==> src/rtl/serial_core_pkg.sv <==
// Shared definitions for the bit-serial execution unit: opcodes, FSM states
// and small decode/parameter-check helpers.
package serial_core_pkg;

    localparam logic [2:0] OP_ADD  = 3'b000;
    localparam logic [2:0] OP_SUB  = 3'b001;
    localparam logic [2:0] OP_AND  = 3'b010;
    localparam logic [2:0] OP_OR   = 3'b011;
    localparam logic [2:0] OP_XOR  = 3'b100;
    localparam logic [2:0] OP_ADDI = 3'b101;
    localparam logic [2:0] OP_LI   = 3'b110;
    localparam logic [2:0] OP_CMP  = 3'b111;

    typedef enum logic [1:0] {
        S_IDLE = 2'd0,
        S_LOAD = 2'd1,
        S_EXEC = 2'd2,
        S_WB   = 2'd3
    } state_t;

    function automatic bit params_ok(input int width, input int nregs);
        return (width >= 2) && (nregs >= 2) && ((nregs & (nregs - 1)) == 0);
    endfunction

    // Ops whose carry chain is meaningful and is reported in carry_flag.
    function automatic logic is_arith(input logic [2:0] op);
        return (op == OP_ADD) || (op == OP_SUB) || (op == OP_ADDI) || (op == OP_CMP);
    endfunction

    function automatic logic is_subtract(input logic [2:0] op);
        return (op == OP_SUB) || (op == OP_CMP);
    endfunction

endpackage

==> src/rtl/serial_alu_bit.sv <==
// One-bit slice of the serial ALU; the carry is held outside between cycles.
module serial_alu_bit
    import serial_core_pkg::*;
(
    input  logic       a,
    input  logic       b,
    input  logic       carry_in,
    input  logic [2:0] op,
    output logic       result,
    output logic       carry_out
);

    logic b_eff;
    logic sum;
    logic cout;

    // Subtraction is a + ~b + 1; the +1 comes from the carry preset in LOAD.
    assign b_eff = is_subtract(op) ? ~b : b;
    assign sum   = a ^ b_eff ^ carry_in;
    assign cout  = (a & b_eff) | (a & carry_in) | (b_eff & carry_in);

    always_comb begin
        result    = 1'b0;
        carry_out = 1'b0;
        case (op)
            OP_ADD, OP_SUB, OP_ADDI, OP_CMP: begin
                result    = sum;
                carry_out = cout;
            end
            OP_AND:  result = a & b;
            OP_OR:   result = a | b;
            OP_XOR:  result = a ^ b;
            OP_LI:   result = b;
            default: result = 1'b0;
        endcase
    end

endmodule

==> src/rtl/serial_exec_unit.sv <==
// Bit-serial execution unit: register file, LSB-first operand shifters and a
// four-state sequencer that retires one instruction every WIDTH+3 cycles.
module serial_exec_unit
    import serial_core_pkg::*;
#(
    parameter  int WIDTH  = 8,
    parameter  int NREGS  = 4,
    localparam int REG_AW = $clog2(NREGS)
) (
    input  logic              clk,
    input  logic              rstn,
    input  logic              instr_valid,
    output logic              instr_ready,
    input  logic [2:0]        instr_op,
    input  logic [REG_AW-1:0] instr_rd,
    input  logic [REG_AW-1:0] instr_rs1,
    input  logic [REG_AW-1:0] instr_rs2,
    input  logic [WIDTH-1:0]  instr_imm,
    output logic              busy,
    output logic              done,
    output logic [WIDTH-1:0]  result,
    output logic              carry_flag,
    output logic              zero_flag,
    input  logic [REG_AW-1:0] dbg_addr,
    output logic [WIDTH-1:0]  dbg_data
);

    localparam int CNT_W = $clog2(WIDTH);

    if (!params_ok(WIDTH, NREGS)) begin : g_bad_params
        $error("serial_exec_unit: WIDTH must be >= 2 and NREGS a power of two >= 2");
    end

    state_t              state;
    logic [2:0]          op_q;
    logic [REG_AW-1:0]   rd_q;
    logic [REG_AW-1:0]   rs1_q;
    logic [REG_AW-1:0]   rs2_q;
    logic [WIDTH-1:0]    imm_q;
    logic [WIDTH-1:0]    a_sr;
    logic [WIDTH-1:0]    b_sr;
    logic [WIDTH-1:0]    res_sr;
    logic                carry_q;
    logic                zacc_q;
    logic [CNT_W-1:0]    cnt_q;
    logic [WIDTH-1:0]    regs [NREGS];
    logic                alu_result;
    logic                alu_carry;

    serial_alu_bit u_alu (
        .a         (a_sr[0]),
        .b         (b_sr[0]),
        .carry_in  (carry_q),
        .op        (op_q),
        .result    (alu_result),
        .carry_out (alu_carry)
    );

    assign instr_ready = (state == S_IDLE);
    assign busy        = (state != S_IDLE);
    // R0 is never written, but force the read to zero regardless.
    assign dbg_data    = (dbg_addr == '0) ? '0 : regs[dbg_addr];

    always_ff @(posedge clk or negedge rstn) begin
        if (!rstn) begin
            state      <= S_IDLE;
            done       <= 1'b0;
            result     <= '0;
            carry_flag <= 1'b0;
            zero_flag  <= 1'b0;
            op_q       <= OP_ADD;
            rd_q       <= '0;
            rs1_q      <= '0;
            rs2_q      <= '0;
            imm_q      <= '0;
            a_sr       <= '0;
            b_sr       <= '0;
            res_sr     <= '0;
            carry_q    <= 1'b0;
            zacc_q     <= 1'b0;
            cnt_q      <= '0;
            for (int i = 0; i < NREGS; i++) begin
                regs[i] <= '0;
            end
        end else begin
            done <= 1'b0;
            case (state)
                S_IDLE: begin
                    if (instr_valid) begin
                        op_q  <= instr_op;
                        rd_q  <= instr_rd;
                        rs1_q <= instr_rs1;
                        rs2_q <= instr_rs2;
                        imm_q <= instr_imm;
                        state <= S_LOAD;
                    end
                end
                S_LOAD: begin
                    // Snapshot operands so rd may alias rs1/rs2.
                    a_sr    <= (op_q == OP_LI) ? '0 : regs[rs1_q];
                    b_sr    <= (op_q == OP_ADDI || op_q == OP_LI) ? imm_q : regs[rs2_q];
                    carry_q <= is_subtract(op_q);
                    cnt_q   <= '0;
                    zacc_q  <= 1'b0;
                    state   <= S_EXEC;
                end
                S_EXEC: begin
                    a_sr    <= a_sr >> 1;
                    b_sr    <= b_sr >> 1;
                    res_sr  <= {alu_result, res_sr[WIDTH-1:1]};
                    carry_q <= alu_carry;
                    zacc_q  <= zacc_q | alu_result;
                    cnt_q   <= cnt_q + 1'b1;
                    if (cnt_q == CNT_W'(WIDTH - 1)) begin
                        done  <= 1'b1;
                        state <= S_WB;
                    end
                end
                S_WB: begin
                    if (op_q != OP_CMP) begin
                        result <= res_sr;
                        if (rd_q != '0) begin
                            regs[rd_q] <= res_sr;
                        end
                    end
                    zero_flag  <= ~zacc_q;
                    carry_flag <= is_arith(op_q) ? carry_q : 1'b0;
                    state      <= S_IDLE;
                end
                default: state <= S_IDLE;
            endcase
        end
    end

endmodule

==> config.mk <==
export PLATFORM = sky130hd
export DESIGN_NAME = serial_exec_unit
export DESIGN_NICKNAME = d
export VERILOG_FILES = /design/src/rtl/serial_core_pkg.sv /design/src/rtl/serial_alu_bit.sv /design/src/rtl/serial_exec_unit.sv
export SDC_FILE = /design/constraint.sdc
export NUM_CORES = 1
export LEC_CHECK = 0
export ABC_AREA = 1
export CAP_MARGIN = 20
export CORE_AREA = 2 2 105 107
export DETAILED_ROUTE_END_ITERATION = 16
export DIE_AREA = 0 0 107 109
export PLACE_DENSITY_LB_ADDON = 0.15
export SYNTH_ARGS = -nofsm -noshare
export SYNTH_HDL_FRONTEND = slang
export SYNTH_SLANG_ARGS = --single-unit
==> constraint.sdc <==
create_clock -name clk -period 2.5 [get_ports clk]
set_input_delay 0.625 -clock clk [delete_from_list [all_inputs] [get_ports clk]]
set_output_delay 0.625 -clock clk [all_outputs]
set_load 0.05 [all_outputs]
* After elaboration in Yosys (flattened, before gate mapping)
Cells that the tools add are included.
Cells by class: $add $sub $neg 1, multipliers 0, div/mod/pow operators 0, magnitude comparators 5, eq/ne operators 14, shift operators 0, mux-type cells 29, bitwise operators 17, reduce and logical (&&, ||, !) cells 17
Operators by type and width (number):
- $mux 8 | 10
- $bmux 8 s2 | 3
- $bwmux 32 | 1
- $pmux 8 s2 | 2
- $demux 8 s2 | 1
- $eq 3x3->1 const B | 5
- $ge 3x3->1 const B | 4
- $not 2->3 | 4
- $pmux 2 s4 | 1
- $eq 3x2->1 const B | 2
- $pmux 3 s2 | 1
- $reduce_and 2->1 | 3
- $reduce_bool 2->1 | 3
- $logic_or 1x1->1 | 5
- $mux 1 | 5
- $pmux 1 s5 | 1
- $and 1x1->1 | 4
- $eq 2x2->1 const B | 2
- $logic_not 2->1 | 2
- $mux 2 | 2
- $ne 2x2->1 const B | 2
- $or 1x1->1 | 4
- $pmux 1 s2 | 2
- $reduce_or 4->1 | 1
- 10 further kinds | 13
Word-level totals: bits in registers 91, latch bits 0, RAM bits 0, ROM bits 0, input port bits 22, output and inout bits 21, memories kept 0

* Logic depth before layout (Yosys ltp)
Gate-level depths: netlist of run 1.
depth in word-level cells 8, mapped depth 9

* Hierarchy
Synthesis of run 1 repeated with hierarchy kept, for this count alone.
Unflattened totals: cell total of the unflattened synthesis 613, area, all modules 4675.7 um^2
Modules (own cells, without submodules):
- serial_exec_unit | instances 1, cells each 586, area an instance 4528.1 um^2, seq. area each 2277.2 um^2
- serial_alu_bit | instances 1, cells each 27, area an instance 147.6 um^2, seq. area each 0.0 um^2

* Least setup slack after synthesis of run 1
No wires, ideal clock.
path kind in2out, start input port dbg_addr[1], end output port dbg_data[5], arrival time 1881 ps, data required time 1875 ps, path slack -6 ps, stages 5, path through buf_2 > buf_2 > a21oi_1 > o21ai_0 > a21oi_1
On the way: longest elaborated chain between the ends 5
RTL lines:
- start, declared | line serial_exec_unit.sv:24 | input logic [REG_AW-1:0] dbg_addr,
- $not 2->3 (not written as such) | line serial_exec_unit.sv:62 | assign dbg_data = (dbg_addr == '0) ? '0 : regs[dbg_addr];
- $bmux 8 s2 | line serial_exec_unit.sv:62
- $mux 8 (not written as such) (2 in series) | line serial_exec_unit.sv:62
- $mux 8 (*) | line serial_exec_unit.sv:62
- end, declared | line serial_exec_unit.sv:25 | output logic [WIDTH-1:0] dbg_data
Mark *: on every way between the ends. The rest lies on a longest branch, timed or not. The select of a mux whose other input is x is not followed.

* Worst setup path after layout of run 1
start input port dbg_addr[0], end output port dbg_data[2]
Same word-level chain as after synthesis.

==> impl_metrics.tcl, run 1 <==
set metrics [dict create \
    status "finished, final reports clean" \
    start_util_pct 43.6 \
    vdd_drop_max_v 0.000631 \
    post_cts_buffers 0 \
    clockBufferDepth 2 \
    crit_top_cell "buf_12" \
    synthArstFlopShare_pct 100 \
    antenna_left 0 \
    core-area_mm2 0.0106 \
    power_density_mw_per_mm2 1270 \
    avgSynthCellArea_um2 8.55 \
    final_cell_mix "nand2_1, dfrtp_1, inv_1, o21ai_0, a21oi_1" \
    syn2layout_area_growth_pct 17.4 \
    final_common_cell "nand2_1" \
    ctsHoldBuffers 0 \
    gp_congestion 0.869 \
    syn-cell-area_mm2 0.00462 \
    maxSlewViolCount 0 \
    routedWlPerCell_um 14.5 \
    vias 3603 \
    finalInstanceArea_mm2 0.00543 \
    drtIter0Drc 195 \
    grt-ovfl-total 0 \
    power.leakage_nw 2.57 \
    drc 0 \
    critPathArrivalTime_ps 1570 \
    fp.dieH_um 109 \
    fp.dieArea_mm2 0.0117 \
    htree_levels 3 \
    track_usage_pct 19.9 \
    worstPathRequired_ps 1880 \
    path_buf_inv 3 \
    fin_setup_tns_ps 0 \
    fin_cells 715 \
    first_pass_iters 4 \
    io_buffers 42 \
    crit_slowest_cell "a21oi_2" \
    end_kind "output port" \
    cts_made_buffers 9 \
    rsz0062_at_grt "no" \
    max_cap_viol_count 0 \
    placedCellCount 699 \
    cts_root_buf "clkbuf_8" \
    synth-edff-count 0 \
    ys_seq_elements 91 \
    clkLatencyLatePin_ps 370 \
    grt_start_max_net_pins 39 \
    setup_viol 0 \
    whs_ps 210 \
    post-dp-hpwl_mm 7.38 \
    final.setup_skew_ps 17.2 \
    cp_top_family "buffers and inverters" \
    crit_type "input pin to output port" \
    max_freq_ghz 0.457 \
    tightest_slew_ps 894 \
    yosys_warnings 0 \
    cts.sinks 91 \
    cts_tree "done" \
    slew_headroom_pct 40.4 \
    finalHoldViolCount 0 \
    io-pin-count 43 \
    multiInputGateArea_mm2 0.00194 \
    synth.top_cell.area_share_pct 49.2 \
    antennaDiodeCount 0 \
    hp-class "input pin to asynchronous set/reset pin" \
    ys_seq_area_share_pct 49.2 \
    regArea_mm2 0.00228 \
    cp_max_fo 24 \
    grt_first_pass_wirelength_mm 17.8 \
    drive_gt1_share_pct 15.8 \
    n_fill_cell 993 \
    cp_cell_sequence "clkbuf_2 > buf_12 > a21oi_1 > o21ai_1 > a21oi_2 > buf_12" \
    rows 38 \
    die_x_um 107 \
    post-route-period-util_pct 87.6 \
    cpPeakStageDelay_ps 200 \
    ys_types 31 \
    grt_antenna_before_repair 0 \
    grt_pass1_vias 3555 \
    synth_area_leaders "dfrtp_1, nand2_1, o21ai_0" \
    period_minus_slack_ps 2190 \
    fin_nets 600 \
    place_area_mm2 0.00519 \
    syn_nets 571 \
    wl_mm 10.4 \
    synth_largest_area_cell "dfrtp_1" \
    ys.flop_type "dfrtp_1" \
    syn_inst 541 \
    clk_pin_slew_ps 90 \
    via_per_inst 5.04 \
    worstSetupStartpointType "input pin" \
]
cells by family after synthesis:
family                     share of synthesized area (%)
xor gates and xnor gates                           0.189
DFF                                                 49.2
muxes                                               1.95
adders and majority gates                           2.33
and+or+nand+nor                                     17.1
AOI/OAI and AO/OA                                   19.6
buffers and inverters                               9.55
sequential cells by signal, indices dropped and copies added (netlist names):
name	count
rd_q	2
rs2_q	2
result	8
carry_q	1
zero_flag	1
done	1
carry_flag	1
res_sr	8
state	2
regs	32
zacc_q	1
b_sr	8
cnt_q	3
rs1_q	2
op_q	3
a_sr	8
imm_q	8
power breakdown:
group	internal (W)	switching, W
Sequential	0.00201	0.000542
Combinational	0.00116	0.00214
Clock	0.000498	0.000547
final timing paths:
check                         endpoint  cells past startpoint  slack, ps   startpoint
setup / recovery           dbg_data[2]                      6        310  dbg_addr[0]
hold / removal                state[0]                      1        210         rstn
setup reg to reg             res_sr[7]                      9        490      op_q[1]
hold reg to reg               regs[30]                      0        430     regs[30]
max in group asynchronous     imm_q[2]                      2       1660         rstn
min in group clk              regs[30]                      0        430     regs[30]
stage by stage:
step	power, W	util [%]	setup slack (ps)
2_1_floorplan	0.00499	-	22.6
3_3_place_gp	0.00580	49.0	-187
3_5_place_dp	0.00588	49.0	-202
4_1_cts	0.00697	51.1	-10.0
5_1_grt	0.00753	51.2	216
6_report	0.00690	51.2	310
synth_stat cells, types with 2 or more instances:
cell type,n
o21ai_0,55
nor2_1,15
nand3_4,3
nand2_1,126
o22ai_1,7
nand3_1,22
inv_1,62
clkbuf_1,13
o21ai_2,17
a22o_1,2
buf_2,14
mux2_2,8
o21ai_1,9
a21oi_1,41
ha_1,7
nand3_2,2
dfrtp_1,91
inv_2,4
nand2_2,9
buf_6,2
o211ai_1,22
timing repair:
| action | 4_1_cts | 5_1_grt |
|---|---|---|
| hold endpoints to repair | 0 | 0 |
| pin swaps | 0 | 3 |
| resized for setup | 7 | 7 |
| endpoints found under the setup margin | 8 | 8 |
per-layer routing:
metal	GRT usage (%)	wire length, µm
met4	6.68	170
met3	5.80	557
met5	0	0
met2	30.0	4740
met1	27.5	4930
final cells by class:
class	instances	area share, %
clock buffer	10	2.53
timing repair buffer	51	10.6
clock inverter	6	1.34
multi-input combinational	350	35.7
inverter	67	4.68
sequential	91	41.9
tap	140	3.23
(Power assumes the default switching activity.)
==> inputs of run 2 (changes only) <==
Settings changed: CTS_CLUSTER_SIZE set to 8, SKIP_CTS_REPAIR_TIMING set to 1.
==> run 2 against run 1 <==
Critical path depth is the same; final area about the same; non-clock buffer count is the same; sequential cell count did not move.
==> impl_metrics.tcl, run 2 (same netlist as run 1, synthesis figures left out) <==
set metrics [dict create \
    status "finished, final reports clean" \
    fp.dieH_um 109 \
    cts_made_buffers 9 \
    drtIter0Drc 230 \
    antennaDiodeCount 0 \
    first_pass_iters 4 \
    start_util_pct 43.6 \
    crit_type "input pin to output port" \
    track_usage_pct 19.7 \
    end_kind "output port" \
    fin_setup_tns_ps 0 \
    clockBufferDepth 2 \
    grt_start_max_net_pins 39 \
    grt_antenna_before_repair 0 \
    final.setup_skew_ps 17.2 \
    max_freq_ghz 0.440 \
    core-area_mm2 0.0106 \
    rsz0062_at_grt "no" \
    clk_pin_slew_ps 90 \
    grt_first_pass_wirelength_mm 17.7 \
    fin_cells 715 \
    p_sw_share_pct 46.8 \
    tightest_slew_ps 898 \
    final_cell_mix "nand2_1, dfrtp_1, inv_1, o21ai_0, a21oi_1" \
    finalInstanceArea_mm2 0.00543 \
    die_x_um 107 \
    setup_viol 0 \
    routedWlPerCell_um 14.6 \
    gp_congestion 0.869 \
    cts.sinks 91 \
    period_minus_slack_ps 2270 \
    largest_register "regs" \
    total_power_w 0.00691 \
    power_frac_comb_pct 47.9 \
    rows 38 \
    max_cap_viol_count 0 \
    maxSlewViolCount 0 \
    largest_reg_flops 32 \
    final_common_cell "nand2_1" \
    p_seq_share_pct 37.0 \
    cts_root_buf "clkbuf_8" \
    fp.dieArea_mm2 0.0117 \
    grt_pass1_vias 3529 \
    post-dp-hpwl_mm 7.38 \
    drive_gt1_share_pct 15.7 \
    fin_nets 600 \
    placedCellCount 699 \
    critPathArrivalTime_ps 1650 \
    htree_levels 3 \
    fin_util_pct 51.2 \
    io-pin-count 43 \
    p_int_w 0.00367 \
    switchingPower_w 0.00323 \
    place_area_mm2 0.00519 \
    drc 0 \
    worstPathRequired_ps 1880 \
    vias 3608 \
    cts_tree "done" \
    clkLatencyLatePin_ps 370 \
    cp_max_fo 24 \
    power_density_mw_per_mm2 1270 \
    p_clk_share_pct 15.1 \
    hp-class "input pin to asynchronous set/reset pin" \
    worstSetupStartpointType "input pin" \
    finalHoldViolCount 0 \
    grt-ovfl-total 0 \
    via_per_inst 5.05 \
    syn2layout_area_growth_pct 17.5 \
    io_buffers 42 \
    wl_mm 10.4 \
    post-route-period-util_pct 90.9 \
    vdd_drop_max_v 0.000631 \
    slew_headroom_pct 40.2 \
    antenna_left 0 \
    power.leakage_nw 2.58 \
]
-- run 2: cell types whose count changed in the layout (fill, tap and decap cells not counted) --
| cell | previous run | this run |
|---|---|---|
| o21ai_0 | 53 | 55 |
| clkbuf_2 | 1 | 0 |
| o21ai_1 | 11 | 9 |
| nor2_4 | 2 | 1 |
| dlymetal6s2s_1 | 1 | 2 |
| nor2_2 | 0 | 1 |
-- run 2: critical path: stages --
cell	delay, ps
dlymetal6s2s_1	190
buf_12	180
a21oi_1	140
o21ai_0	130
a21oi_2	210
buf_12	160
-- run 2: area by class of cell --
type / instances / area, µm²
clock buffers: 10 / 138
fillers: 992 / 5170
flip-flops and latches: 91 / 2280
well taps: 140 / 175
multi-input cells: 350 / 1930
clock inverters: 6 / 72.6
repair buffers: 51 / 582
inverters: 67 / 254
-- run 2: final timing paths --
| path | start | endpoint | slack (ps) | cells after the start |
|---|---|---|---|---|
| max reg2reg | op_q[1] | res_sr[7] | 500 | 9 |
| min in group clk | regs[30] | regs[30] | 430 | 0 |
| min | rstn | state[0] | 210 | 1 |
| min reg2reg | regs[30] | regs[30] | 430 | 0 |
| max | dbg_addr[0] | dbg_data[2] | 230 | 6 |
| max in group asynchronous | rstn | imm_q[2] | 1660 | 2 |
-- run 2: power by group through the flow --
stage	registers [W]	logic, W	clock network [W]
6_report	0.00256	0.00331	0.00104
3_3_place_gp	0.00256	0.00324	0
5_1_grt	0.00266	0.00373	0.00115
4_1_cts	0.00256	0.00333	0.00108
3_5_place_dp	0.00258	0.00331	0
2_1_floorplan	0.00257	0.00242	0
-- run 2: metrics by stage --
stage          hold WS (ps)  setup WS, ps
6_report                210           228
5_1_grt                 232           149
4_1_cts                 215          -220
3_5_place_dp            407          -202
3_3_place_gp            406          -187
2_1_floorplan           329          22.6
-- run 2: metal layers --
layer,track usage (%),vias up,routed length [µm]
met1,27.3,1694,4960
met2,29.6,75,4680
li1,-,1823,-
met5,0,-,0
met3,6.10,16,562
met4,6.68,0,221
